--- src/rtl/frame_downloader_pkg.sv ---
// -----------------------------------------------------------------------------
// frame_downloader_pkg
// Shared types and geometry helpers for the PSRAM frame read path.
//   t_state      : download FSM states
//   burst_words  : 32-bit words per PSRAM burst
//   row_words    : 32-bit words per frame row (two RGB565 pixels per word)
//   addr_step    : PSRAM address advance per burst (PSRAM is 16-bit addressed)
//   burst_delay  : cycles the arbiter request is held after the last word of
//                  a burst so the PSRAM controller can close the access
// -----------------------------------------------------------------------------
package frame_downloader_pkg;

    typedef enum logic [2:0] {
        S_IDLE       = 3'd0,
        S_WAIT_BANK  = 3'd1,
        S_REQ        = 3'd2,
        S_CMD        = 3'd3,
        S_DATA       = 3'd4,
        S_RELEASE    = 3'd5,
        S_ROW_DONE   = 3'd6,
        S_FRAME_DONE = 3'd7
    } t_state;

    function automatic int burst_words(input int memory_burst);
        return memory_burst / 4;
    endfunction

    function automatic int row_words(input int frame_width);
        return frame_width / 2;
    endfunction

    function automatic int addr_step(input int memory_burst);
        return memory_burst / 2;
    endfunction

    // One cycle per 16 bytes of burst, never less than one cycle.
    function automatic int burst_delay(input int memory_burst);
        return (memory_burst / 16 < 1) ? 1 : memory_burst / 16;
    endfunction

endpackage

--- src/rtl/frame_downloader_line_bank_tracker.sv ---
// -----------------------------------------------------------------------------
// frame_downloader_line_bank_tracker
// Per-bank "row complete, not yet drained" flags for the two-bank line cache.
//   clk          in   clock
//   reset_n      in   asynchronous active-low reset
//   i_set        in   2  one-cycle pulse: writer finished a row into bank b
//   i_clear      in   2  one-cycle pulse: display drained bank b
//   o_row_ready  out  2  flag per bank
// A set and a clear on the same bank in the same cycle leaves the flag set,
// so a freshly completed row can never be lost to a stale drain pulse.
// -----------------------------------------------------------------------------
module frame_downloader_line_bank_tracker (
    input  logic       clk,
    input  logic       reset_n,
    input  logic [1:0] i_set,
    input  logic [1:0] i_clear,
    output logic [1:0] o_row_ready
);

    logic [1:0] r_row_ready;

    always_ff @(posedge clk or negedge reset_n) begin
        if (!reset_n) begin
            r_row_ready <= 2'b00;
        end else begin
            r_row_ready <= (r_row_ready & ~i_clear) | i_set;
        end
    end

    assign o_row_ready = r_row_ready;

endmodule

--- src/rtl/frame_downloader.sv ---
// -----------------------------------------------------------------------------
// frame_downloader
// Fetches a stored RGB565 frame from PSRAM, burst by burst and row by row, into
// a two-bank line cache. Rows alternate between bank 0 and bank 1 so the
// display can drain one bank while the other is being filled.
//   clk, reset_n      clock / asynchronous active-low reset
//   start, base_addr  frame start (level, sampled in IDLE) and PSRAM address of pixel (0,0)
//   read_rq/read_ack  arbiter request (held for whole burst) / grant
//   read_addr         burst start address, valid while mem_rd_en is high
//   mem_rd_en         one-cycle read command strobe per grant
//   read_data(_valid) returned words, [15:0] = even column
//   cache_addr/data/wr_en  registered line-cache write port, addr = {bank, word}
//   row_ready         per-bank completed-row flags; row_consumed clears them
//   frame_active      high while a frame download is in progress
//   download_done     one-cycle pulse after the last row has been written
// -----------------------------------------------------------------------------
module frame_downloader
    import frame_downloader_pkg::*;
#(
    parameter int MEMORY_BURST = 32,
    parameter int FRAME_WIDTH  = 640,
    parameter int FRAME_HEIGHT = 480
) (
    input  logic        clk,
    input  logic        reset_n,
    input  logic        start,
    input  logic [20:0] base_addr,
    output logic        read_rq,
    input  logic        read_ack,
    output logic [20:0] read_addr,
    output logic        mem_rd_en,
    input  logic [31:0] read_data,
    input  logic        read_data_valid,
    output logic [9:0]  cache_addr,
    output logic [31:0] cache_data,
    output logic        cache_wr_en,
    output logic [1:0]  row_ready,
    input  logic [1:0]  row_consumed,
    output logic        frame_active,
    output logic        download_done
);

    localparam logic [20:0] ADDR_STEP_V = 21'(addr_step(MEMORY_BURST));
    localparam logic [4:0]  LAST_BEAT   = 5'(burst_words(MEMORY_BURST) - 1);
    localparam logic [8:0]  LAST_WORD   = 9'(row_words(FRAME_WIDTH) - 1);
    localparam logic [9:0]  LAST_ROW    = 10'(FRAME_HEIGHT - 1);
    localparam logic [3:0]  REL_LAST    = 4'(burst_delay(MEMORY_BURST));

    t_state      r_state;
    t_state      w_state_next;
    logic [20:0] r_frame_addr;
    logic        r_bank;
    logic [9:0]  r_row;
    logic [8:0]  r_word;
    logic [4:0]  r_beat;
    logic [3:0]  r_dly;
    logic        r_row_complete;
    logic [9:0]  r_cache_addr;
    logic [31:0] r_cache_data;
    logic        r_cache_wr_en;
    logic [1:0]  w_set;
    logic        w_take_word;

    // Only words that arrive while a burst is being collected reach the cache.
    assign w_take_word = (r_state == S_DATA) && read_data_valid;

    // ---------------------------------------------------------------- next state
    always_comb begin
        w_state_next  = r_state;
        read_rq       = 1'b0;
        mem_rd_en     = 1'b0;
        download_done = 1'b0;
        frame_active  = 1'b0;
        w_set         = 2'b00;

        case (r_state)
            S_IDLE: begin
                if (start) w_state_next = S_WAIT_BANK;
            end
            S_WAIT_BANK: begin
                frame_active = 1'b1;
                if (!row_ready[r_bank]) w_state_next = S_REQ;
            end
            S_REQ: begin
                frame_active = 1'b1;
                read_rq      = 1'b1;
                if (read_ack) w_state_next = S_CMD;
            end
            S_CMD: begin
                frame_active = 1'b1;
                read_rq      = 1'b1;
                mem_rd_en    = 1'b1;
                w_state_next = S_DATA;
            end
            S_DATA: begin
                frame_active = 1'b1;
                read_rq      = 1'b1;
                if (read_data_valid && (r_beat == LAST_BEAT)) w_state_next = S_RELEASE;
            end
            S_RELEASE: begin
                frame_active = 1'b1;
                if (r_dly != REL_LAST) begin
                    read_rq = 1'b1;
                end else if (r_row_complete) begin
                    w_state_next = S_ROW_DONE;
                end else if (!read_ack) begin
                    // Re-request only once the arbiter has seen the release.
                    w_state_next = S_REQ;
                end
            end
            S_ROW_DONE: begin
                frame_active  = 1'b1;
                w_set[r_bank] = 1'b1;
                w_state_next  = (r_row == LAST_ROW) ? S_FRAME_DONE : S_WAIT_BANK;
            end
            S_FRAME_DONE: begin
                download_done = 1'b1;
                w_state_next  = S_IDLE;
            end
            default: w_state_next = S_IDLE;
        endcase
    end

    // ---------------------------------------------------------------- datapath
    always_ff @(posedge clk or negedge reset_n) begin
        if (!reset_n) begin
            r_state        <= S_IDLE;
            r_frame_addr   <= 21'd0;
            r_bank         <= 1'b0;
            r_row          <= 10'd0;
            r_word         <= 9'd0;
            r_beat         <= 5'd0;
            r_dly          <= 4'd0;
            r_row_complete <= 1'b0;
            r_cache_addr   <= 10'd0;
            r_cache_data   <= 32'd0;
            r_cache_wr_en  <= 1'b0;
        end else begin
            r_state       <= w_state_next;
            r_cache_wr_en <= w_take_word;
            if (w_take_word) begin
                r_cache_data <= read_data;
                r_cache_addr <= {r_bank, r_word};
            end

            case (r_state)
                S_IDLE: begin
                    if (start) begin
                        r_frame_addr <= base_addr;
                        r_row        <= 10'd0;
                        r_word       <= 9'd0;
                        r_bank       <= 1'b0;
                    end
                end
                S_WAIT_BANK: begin
                    r_word         <= 9'd0;
                    r_row_complete <= 1'b0;
                end
                S_CMD: begin
                    // 21-bit address space wraps naturally.
                    r_frame_addr <= r_frame_addr + ADDR_STEP_V;
                    r_beat       <= 5'd0;
                end
                S_DATA: begin
                    if (read_data_valid) begin
                        r_beat <= r_beat + 5'd1;
                        r_dly  <= 4'd0;
                        if (r_word == LAST_WORD) begin
                            r_word         <= 9'd0;
                            r_row_complete <= 1'b1;
                        end else begin
                            r_word <= r_word + 9'd1;
                        end
                    end
                end
                S_RELEASE: begin
                    if (r_dly != REL_LAST) r_dly <= r_dly + 4'd1;
                end
                S_ROW_DONE: begin
                    r_bank <= ~r_bank;
                    r_row  <= r_row + 10'd1;
                end
                default: ;
            endcase
        end
    end

    assign read_addr   = r_frame_addr;
    assign cache_addr  = r_cache_addr;
    assign cache_data  = r_cache_data;
    assign cache_wr_en = r_cache_wr_en;

    frame_downloader_line_bank_tracker u_bank_tracker (
        .clk         (clk),
        .reset_n     (reset_n),
        .i_set       (w_set),
        .i_clear     (row_consumed),
        .o_row_ready (row_ready)
    );

endmodule

--- config.mk ---
export PLATFORM = sky130hd
export DESIGN_NAME = frame_downloader
export DESIGN_NICKNAME = d
export VERILOG_FILES = /design/src/rtl/frame_downloader_pkg.sv /design/src/rtl/frame_downloader_line_bank_tracker.sv /design/src/rtl/frame_downloader.sv
export SDC_FILE = /design/constraint.sdc
export NUM_CORES = 1
export LEC_CHECK = 0
export ABC_AREA = 1
export BUFFER_PORTS_ARGS = -buffer_cell sky130_fd_sc_hd__buf_2
export CAP_MARGIN = 20
export CORE_ASPECT_RATIO = 1.4
export CORE_UTILIZATION = 37
export DETAILED_ROUTE_END_ITERATION = 6
export SLEW_MARGIN = 20
export SYNTH_ARGS = -nofsm -noshare
export SYNTH_HDL_FRONTEND = slang
export SYNTH_SLANG_ARGS = --single-unit
--- constraint.sdc ---
create_clock -name clk -period 2.2 [get_ports clk]
set_clock_uncertainty 0.05 [all_clocks]
set_input_delay 0.44 -clock clk [delete_from_list [all_inputs] [get_ports clk]]
set_output_delay 0.44 -clock clk [all_outputs]
set_load 0.005 [all_outputs]
Word-level counts from Yosys, hierarchy flattened. Index checks and enable logic that the tools add are counted.

Register bits after elaboration: 99. Output and inout bits: 70. Logic and storage cells: 99.

Add/subtract/negate cells: 5. Magnitude comparators: 2. Equality and inequality tests: 20. Mux-type cells: 37. Bitwise logic cells: 4. Reductions and logical operators: 19.

Operators with widths (number): one-hot mux 21 bit (2 select lines) (1); 2-to-1 mux 9 bit (3); one-hot mux 9 bit (3 select lines) (1); 2-to-1 mux 3 bit (8); one-hot mux 3 bit (8 select lines) (1); adder 21 x 5 -> 21 bit, second input constant (1); 2-to-1 mux 21 bit (1); one-hot mux 10 bit (2 select lines) (1); equality test 3 bit, second input constant (4); != test 2 bit, second input constant (6); adder 10 x 1 -> 10 bit, second input constant (1); equality test 10 x 9 -> 1 bit, second input constant (1); 2-to-1 mux 1 bit (10); 2-to-1 mux 10 bit (1); one-hot mux 5 bit (2 select lines) (1); nonzero test 2 bit (5); adder 9 x 1 -> 9 bit, second input constant (1); equality test 9 bit, second input constant (1); AND reduction 3 bit (3); 2-to-1 mux 4 bit (2); one-hot mux 4 bit (2 select lines) (1); equality test 3 x 2 -> 1 bit, second input constant (2); one-hot mux 1 bit (2 select lines) (3); AND reduction 2 bit (3); 22 further kinds (25).

Longest topological paths before layout. Gate-level depths: netlist of run 1.

Depth after elaboration: 6. Depth in mapped cells: 10.

By module. Synthesis of run 1 repeated with hierarchy kept, for this count alone.

Cell total of the unflattened synthesis: 679. Area total of the unflattened synthesis: 5066.1 um^2.

Modules (own cells, without submodules): frame_downloader (times used 1, cells an instance 669, area each 4986.0 um^2, sequential area each 2427.3 um^2); frame_downloader_line_bank_tracker (times used 1, cells an instance 10, area each 80.1 um^2, sequential area each 50.0 um^2).

Least setup slack after synthesis of run 1. Ideal clock, no wire load.

Kind: reg-to-reg. Start point: register r_state[1]. End point: register r_state[1]. Setup time: 0.119 ns. Data arrival time: 1.387 ns. Required time: 2.031 ns. Slack: 0.643 ns. Cell stages (with the launch flop): 8. Cells stage by stage: dfrtp_1 inv_2 ha_1 or2_2 nor3_2 a21oi_1 nand2_1 nand2_1.

Cells in the longest elaborated chain, start to end: 3. Elaborated cells between the ends (all ways): 16. Those cells by class: eq/ne (13); mux (1); reduce/logical (2).

RTL lines: start, declared (RTL line frame_downloader.sv:49) `t_state r_state;`; start signal, assigned (RTL line frame_downloader.sv:139) `r_state <= w_state_next;`; equality test 3 bit (tied with other cells) (RTL line frame_downloader.sv:76) `case (r_state)`; != test 3 bit (no line) (tied with other cells); AND reduction 6 bit (no line).

Several ways; a longest one is shown, not always the timed one. A chain may end at the register's enable or synchronous reset.

Worst setup path in the final report of run 1.
Start point: register r_state[2]. End point: output port read_rq.

Cells in the longest elaborated chain, start to end: 3. Elaborated cells between the ends (all ways): 6. Those cells by class: eq/ne (4); mux (1); reduce/logical (1).

RTL lines: equality test 3 bit / equality test 3 x 2 -> 1 bit (equally long branches) (RTL line frame_downloader.sv:76); OR reduction 3 bit (no line); one-hot mux 1 bit (2 select lines) * (RTL line frame_downloader.sv:76); end, declared (RTL line frame_downloader.sv:28) `output logic read_rq,`.

Mark *: on every way between the ends. The rest lies on a longest branch, timed or not.

==> results.yml, run 1 <==
clock_network:
  cts_buffer_depth: 2
  clk_latency_ns: 0.35
  path_clk_slew_ns: 0.08
  clock-sinks: 99
  post-cts-setup-buffers: 0
  htreeDepth: 3
  cts_made_buffers: 9
  cts_root_buf: "clkbuf_16"
  cts_tree: "built"
cells_and_area:
  final_nets: 861
  mostFrequentLayoutCells: "251 x nand2_1, 128 x buf_2, 97 x dfrtp_1, 70 x nor2_1, 58 x nand3_1"
  fillers: 1365
  diodes: 0
  syn2layout_area_growth_pct: 22.5
  finalCoreUtilization_pct: 46.3
  drive_gt1_share_pct: 22.1
  final_common_cell: "nand2_1"
critical_path:
  reg2regPathDepth: 6
  critical_path.max_fanout: 8
  end_kind: "output pin"
  worstPathRequired_ns: 1.71
  criticalPathCategory: "register to output pin"
  worstSetupStartpointType: "register"
  critPathArrivalTime_ns: 1.61
drt:
  num_vias: 4644
  postRouteAntennaNets: 0
  drtPass1Iterations: 4
  wl_per_cell_microns: 12.7
  routed_wl_microns: 12400
  routed_via_density: 4.74
  drc: 0
  drt_iter0_drc: 161
timing:
  finalCritPeriodShare_pct: 95.3
  relSlewSlack_pct: 62.3
  worstMarginPinSlew_ns: 0.565
  tns_ns: 0
  fmax_ghz: 0.477
  finalHoldViolCount: 0
  grt_setup_unrepaired: "no"
  finalSetupViolations: 0
  holdWs_ns: 0.0239
  worst_slack_ns: 0.103
  drv_slew: 0
  period_needed_ns: 2.10
job:
  drv_cap: 0
place:
  dpl.hpwl_microns: 9210
  gp_congestion: 0.900
  portBuffers: 129
  pre_cts_ws_ns: 0.287
die:
  dieWidth_microns: 101
  core_area_sq_um: 13300
  rows: 50
  dieArea_sq_um: 14100
  die_h_microns: 140
  initial_core_util_pct: 37.8
  ios: 130
synthesis:
  synth_area_per_cell_sq_um: 7.61
  synth_cells: 662
  synth_area_leaders: "dfrtp_1 49%, nand2_1 19%, nand3_1 5.8%, nor2_1 5.2%, inv_1 3.9%"
  syn_nets: 731
  synth_seq_area_share_pct: 49.1
  yosysUniqueCellTypes: 33
  syn-cell-area_sq_um: 5040
  synth_top_area_share_pct: 49.1
  ys_warn_count: 0
  yosysTopAreaCell: "dfrtp_1"
  synth-seq-cells: 99
grt:
  grt-ovfl-total: 0
  antenna_found_initial: 0
  grt_pass1_wl_microns: 21000
  grt_max_degree: 41
  first_global_vias: 4428
  track_usage_pct: 18.7
pwr:
  power_leakage_nw: 3.37
  peakVddDrop_mv: 0.477
  p_per_area_nw_per_um2: 1170
worst_hold_path:
  hp-class: "input pin to asynchronous set/reset pin"
outcome:
  outcome: "completed"
area by class of cell:
class                           instances  area, sq um  area share (%)
Clock buffer                            9          225            3.65
Clock inverter                          7         57.6           0.932
Inverter                               59          221            3.59
Multi-Input combinational cell        484         2200            35.7
Sequential cell                        99         2480            40.2
Tap cell                              182          228            3.69
Timing Repair Buffer                  139          761            12.3
Yosys cell counts (all sizes together):
cell type and instances:
inv 58, xnor2 1, o211ai 5, nand2 255, ha 9, or2 1, o22ai 4, o31ai 1
o21ai 39, a211oi 1, nor2 73, xor2 2, nand3b 1, nor3 5, dfrtp 99, clkbuf 1
buf 19, a21oi 16, a31oi 1, clkinv 1, nand3 61, o21bai 2, o21a 1, nand4 6
stage by stage:
step | total power, W | cell area [sq um] | instances
4_1_cts | 0.00732 | 6170 | 979
3_5_place_dp | 0.00574 | 5880 | 963
5_1_grt | 0.00784 | 6180 | 979
6_report | 0.00722 | 6180 | 979
2_1_floorplan | 0.00461 | 5040 | 662
3_3_place_gp | 0.00565 | 5880 | 963
per-layer routing:
metal  share of wire [%]  global-route usage [%]
met5                   0                       0
met4                 2.9                    8.85
met3                 3.0                    2.79
met2                  51                    32.4
met1                  43                    22.5
registers in the layout, indices dropped and copies added (netlist names):
register / flops
read_addr: 21
r_word: 9
r_bank: 1
cache_data: 32
r_beat: 5
cache_addr: 10
r_row: 10
cache_wr_en: 1
r_state: 3
r_dly: 4
u_bank_tracker.o_row_ready: 2
r_row_complete: 1
report_power, final:
group	internal [W]	total, W	switching (W)
sequential	0.00240	0.00293	0.000533
combinational	0.00112	0.00276	0.00165
clock	0.000785	0.00152	0.000737
worst max-delay path, cell delays in order (launching register included):
cell and delay, ns:
dfrtp_2 0.43, buf_4 0.19, nand3_2 0.11, inv_1 0.17, nand2_2 0.11, nand4_1 0.12, buf_2 0.13
cell families after synthesis:
| kind of cell | after synthesis | synth area share [%] |
|---|---|---|
| simple gates | 402 | 33.2 |
| flops | 99 | 49.1 |
| buf+inv | 79 | 7.30 |
| compound gates | 70 | 7.57 |
| fa+ha+maj | 9 | 2.23 |
| xor+xnor | 3 | 0.521 |
path summary, 6_finish.rpt:
kind / startpoint / to / slack, ns
setup / recovery: r_state[2]$_DFFE_PN0P_ / read_rq / 0.10
hold / removal: reset_n / cache_data[30]$_DFFE_PN0P_ / 0.02
setup reg to reg: r_state[0]$_DFFE_PN0P_ / cache_addr[3]$_DFFE_PN0P_ / 0.27
hold reg to reg: cache_data[20]$_DFFE_PN0P_ / cache_data[20]$_DFFE_PN0P_ / 0.43
max in group asynchronous: reset_n / r_state[2]$_DFFE_PN0P_ / 1.49
min in group clk: row_consumed[0] / u_bank_tracker.o_row_ready[0]$_DFF_PN0_ / 0.21
timing repair:
action,4_1_cts,5_1_grt
endpoints found under the setup margin,1,1
gates resized for setup,1,2
hold buffers,0,0
pin swaps,0,0
(Power assumes the default switching activity.)
==> inputs of run 2 (changes only) <==
==> constraint.sdc (replaced) <==
create_clock -name clk -period 2.2 [get_ports clk]
set_clock_uncertainty 0.05 [all_clocks]
set_input_delay 0.44 -clock clk [delete_from_list [all_inputs] [get_ports clk]]
set_output_delay 0.44 -clock clk [all_outputs]
set_load 0.01 [all_outputs]
==> run 2 against run 1 <==
Against the previous run: the run now ends with negative hold slack left; critical endpoint is now mem_rd_en; cell count stayed put; flip-flop and latch count stayed put; critical path depth shrank 3; global-route usage fell by 0.68 points; fmax rose by 1.9%; non-clock buffer count unchanged.
==> results.yml, run 2 (same netlist as run 1, synthesis figures left out) <==
die:
  ios: 130
  initial_core_util_pct: 37.8
  core_area_sq_um: 13300
  dieWidth_microns: 101
  rows: 50
  die_h_microns: 140
  dieArea_sq_um: 14100
place:
  dpl.hpwl_microns: 9030
  post_dp_cell_area_sq_um: 5880
  portBuffers: 129
  gp_congestion: 0.842
timing:
  drv_slew: 0
  fmax_ghz: 0.486
  finalSetupViolations: 0
  relSlewSlack_pct: 70.2
  holdWs_ns: -0.00648
  worstMarginPinSlew_ns: 0.447
  tns_ns: 0
  period_needed_ns: 2.06
  grt_setup_unrepaired: "no"
  finalCritPeriodShare_pct: 93.6
  finalHoldViolCount: 8
critical_path:
  cp_slowest_cell: "dfrtp_1"
  worstSetupStartpointType: "register"
  critPathArrivalTime_ns: 1.57
  cpPeakStageDelay_ns: 0.58
  crit_chain: "nand2_1 > nor2_4 > buf_2"
  path_delay_family: "flip-flops"
  worst-path-buf-inv: 1
  critical_path.max_fanout: 10
  end_kind: "output pin"
  criticalPathCategory: "register to output pin"
  worstPathRequired_ns: 1.71
drt:
  routed_wl_microns: 12100
  num_vias: 4657
  routed_via_density: 4.76
  drt_iter0_drc: 181
  postRouteAntennaNets: 0
  wl_per_cell_microns: 12.3
  drc: 0
  drtPass1Iterations: 4
grt:
  grt_max_degree: 42
  grt_pass1_wl_microns: 20300
  track_usage_pct: 18.0
  antenna_found_initial: 0
  grt-ovfl-total: 0
  first_global_vias: 4502
pwr:
  power_leakage_nw: 3.38
  peakVddDrop_mv: 0.588
  p_per_area_nw_per_um2: 1200
clock_network:
  clock-sinks: 99
  cts_root_buf: "clkbuf_16"
  clk_latency_ns: 0.34
  htreeDepth: 3
  cts_made_buffers: 9
  cts_tree: "built"
  cts_buffer_depth: 2
  path_clk_slew_ns: 0.07
  cts_hold_buf: 0
cells_and_area:
  final_area_sq_um: 6190
  drive_gt1_share_pct: 21.8
  syn2layout_area_growth_pct: 22.7
  largest_reg_flops: 32
  fillers: 1327
  diodes: 0
  final_nets: 861
  final_common_cell: "nand2_1"
  mostFrequentLayoutCells: "251 x nand2_1, 128 x buf_2, 98 x dfrtp_1, 70 x nor2_1, 58 x nand3_1"
outcome:
  outcome: "complete, but fails checks"
  violations: "negative hold slack"
worst_hold_path:
  hp-class: "input pin to asynchronous set/reset pin"
job:
  drv_cap: 0
==> run 2: changes by cell type in the layout (fill, tap and decap cells not counted), sizes merged <==
cell and delta:
bufinv +1, inv -3, clkinv +1, clkbuf +1
==> run 2: report_power, final <==
group          total [W]  switching, W  internal (W)
logic            0.00291       0.00180       0.00111
registers        0.00294      0.000540       0.00240
clock network    0.00160      0.000707      0.000895
==> run 2: routing by layer <==
metal,share of wire [%],global-route usage [%],up-vias
li1,-,-,2365
met1,43,20.9,2169
met2,51,31.9,100
met3,2.9,3.29,23
met4,2.8,7.93,0
met5,0,0,-
==> run 2: worst paths after layout <==
path / slack, ns / from / depth (start not counted) / to
setup / recovery: 0.14 / r_state[0]$_DFFE_PN0P_ / 3 / mem_rd_en
hold / removal: -0.006 / reset_n / 1 / cache_data[28]$_DFFE_PN0P_
setup reg to reg: 0.46 / r_state[0]$_DFFE_PN0P_ / 9 / r_beat[0]$_DFFE_PN0P_
hold reg to reg: 0.43 / cache_data[7]$_DFFE_PN0P_ / 2 / cache_data[7]$_DFFE_PN0P_
max in group asynchronous: 1.54 / reset_n / 2 / r_state[2]$_DFFE_PN0P_
min in group clk: 0.24 / row_consumed[1] / 2 / u_bank_tracker.o_row_ready[1]$_DFF_PN0_
==> run 2: metrics by stage <==
step / setup slack [ns] / hold slack (ns) / instances / power (W) / util [%]
after CTS: 0.0198 / 0.000856 / 979 / 0.00756 / 46.4
final: 0.142 / -0.00648 / 979 / 0.00745 / 46.4
after floorplan: 0.622 / 0.0944 / 662 / 0.00482 / -
after global placement: 0.437 / 0.368 / 963 / 0.00584 / 44.2
after detailed placement: 0.399 / 0.374 / 963 / 0.00591 / 44.2
after global routing: 0.0154 / 0.0149 / 979 / 0.00807 / 46.4
==> run 2: what timing repair did <==
action	4_1_cts	5_1_grt
endpoints found under the setup margin	0	2
setup buffers	0	0
gates resized for setup	0	1
==> run 2: layout make-up <==
| type | instances | area (sq um) | area share (%) |
|---|---|---|---|
| Clock buffer | 10 | 229 | 3.70 |
| Tap cell | 182 | 228 | 3.68 |
| Multi-Input combinational cell | 484 | 2200 | 35.5 |
| Timing Repair Buffer | 139 | 761 | 12.3 |
| Sequential cell | 99 | 2480 | 40.1 |
| Clock inverter | 6 | 73.8 | 1.19 |
| Inverter | 59 | 221 | 3.58 |
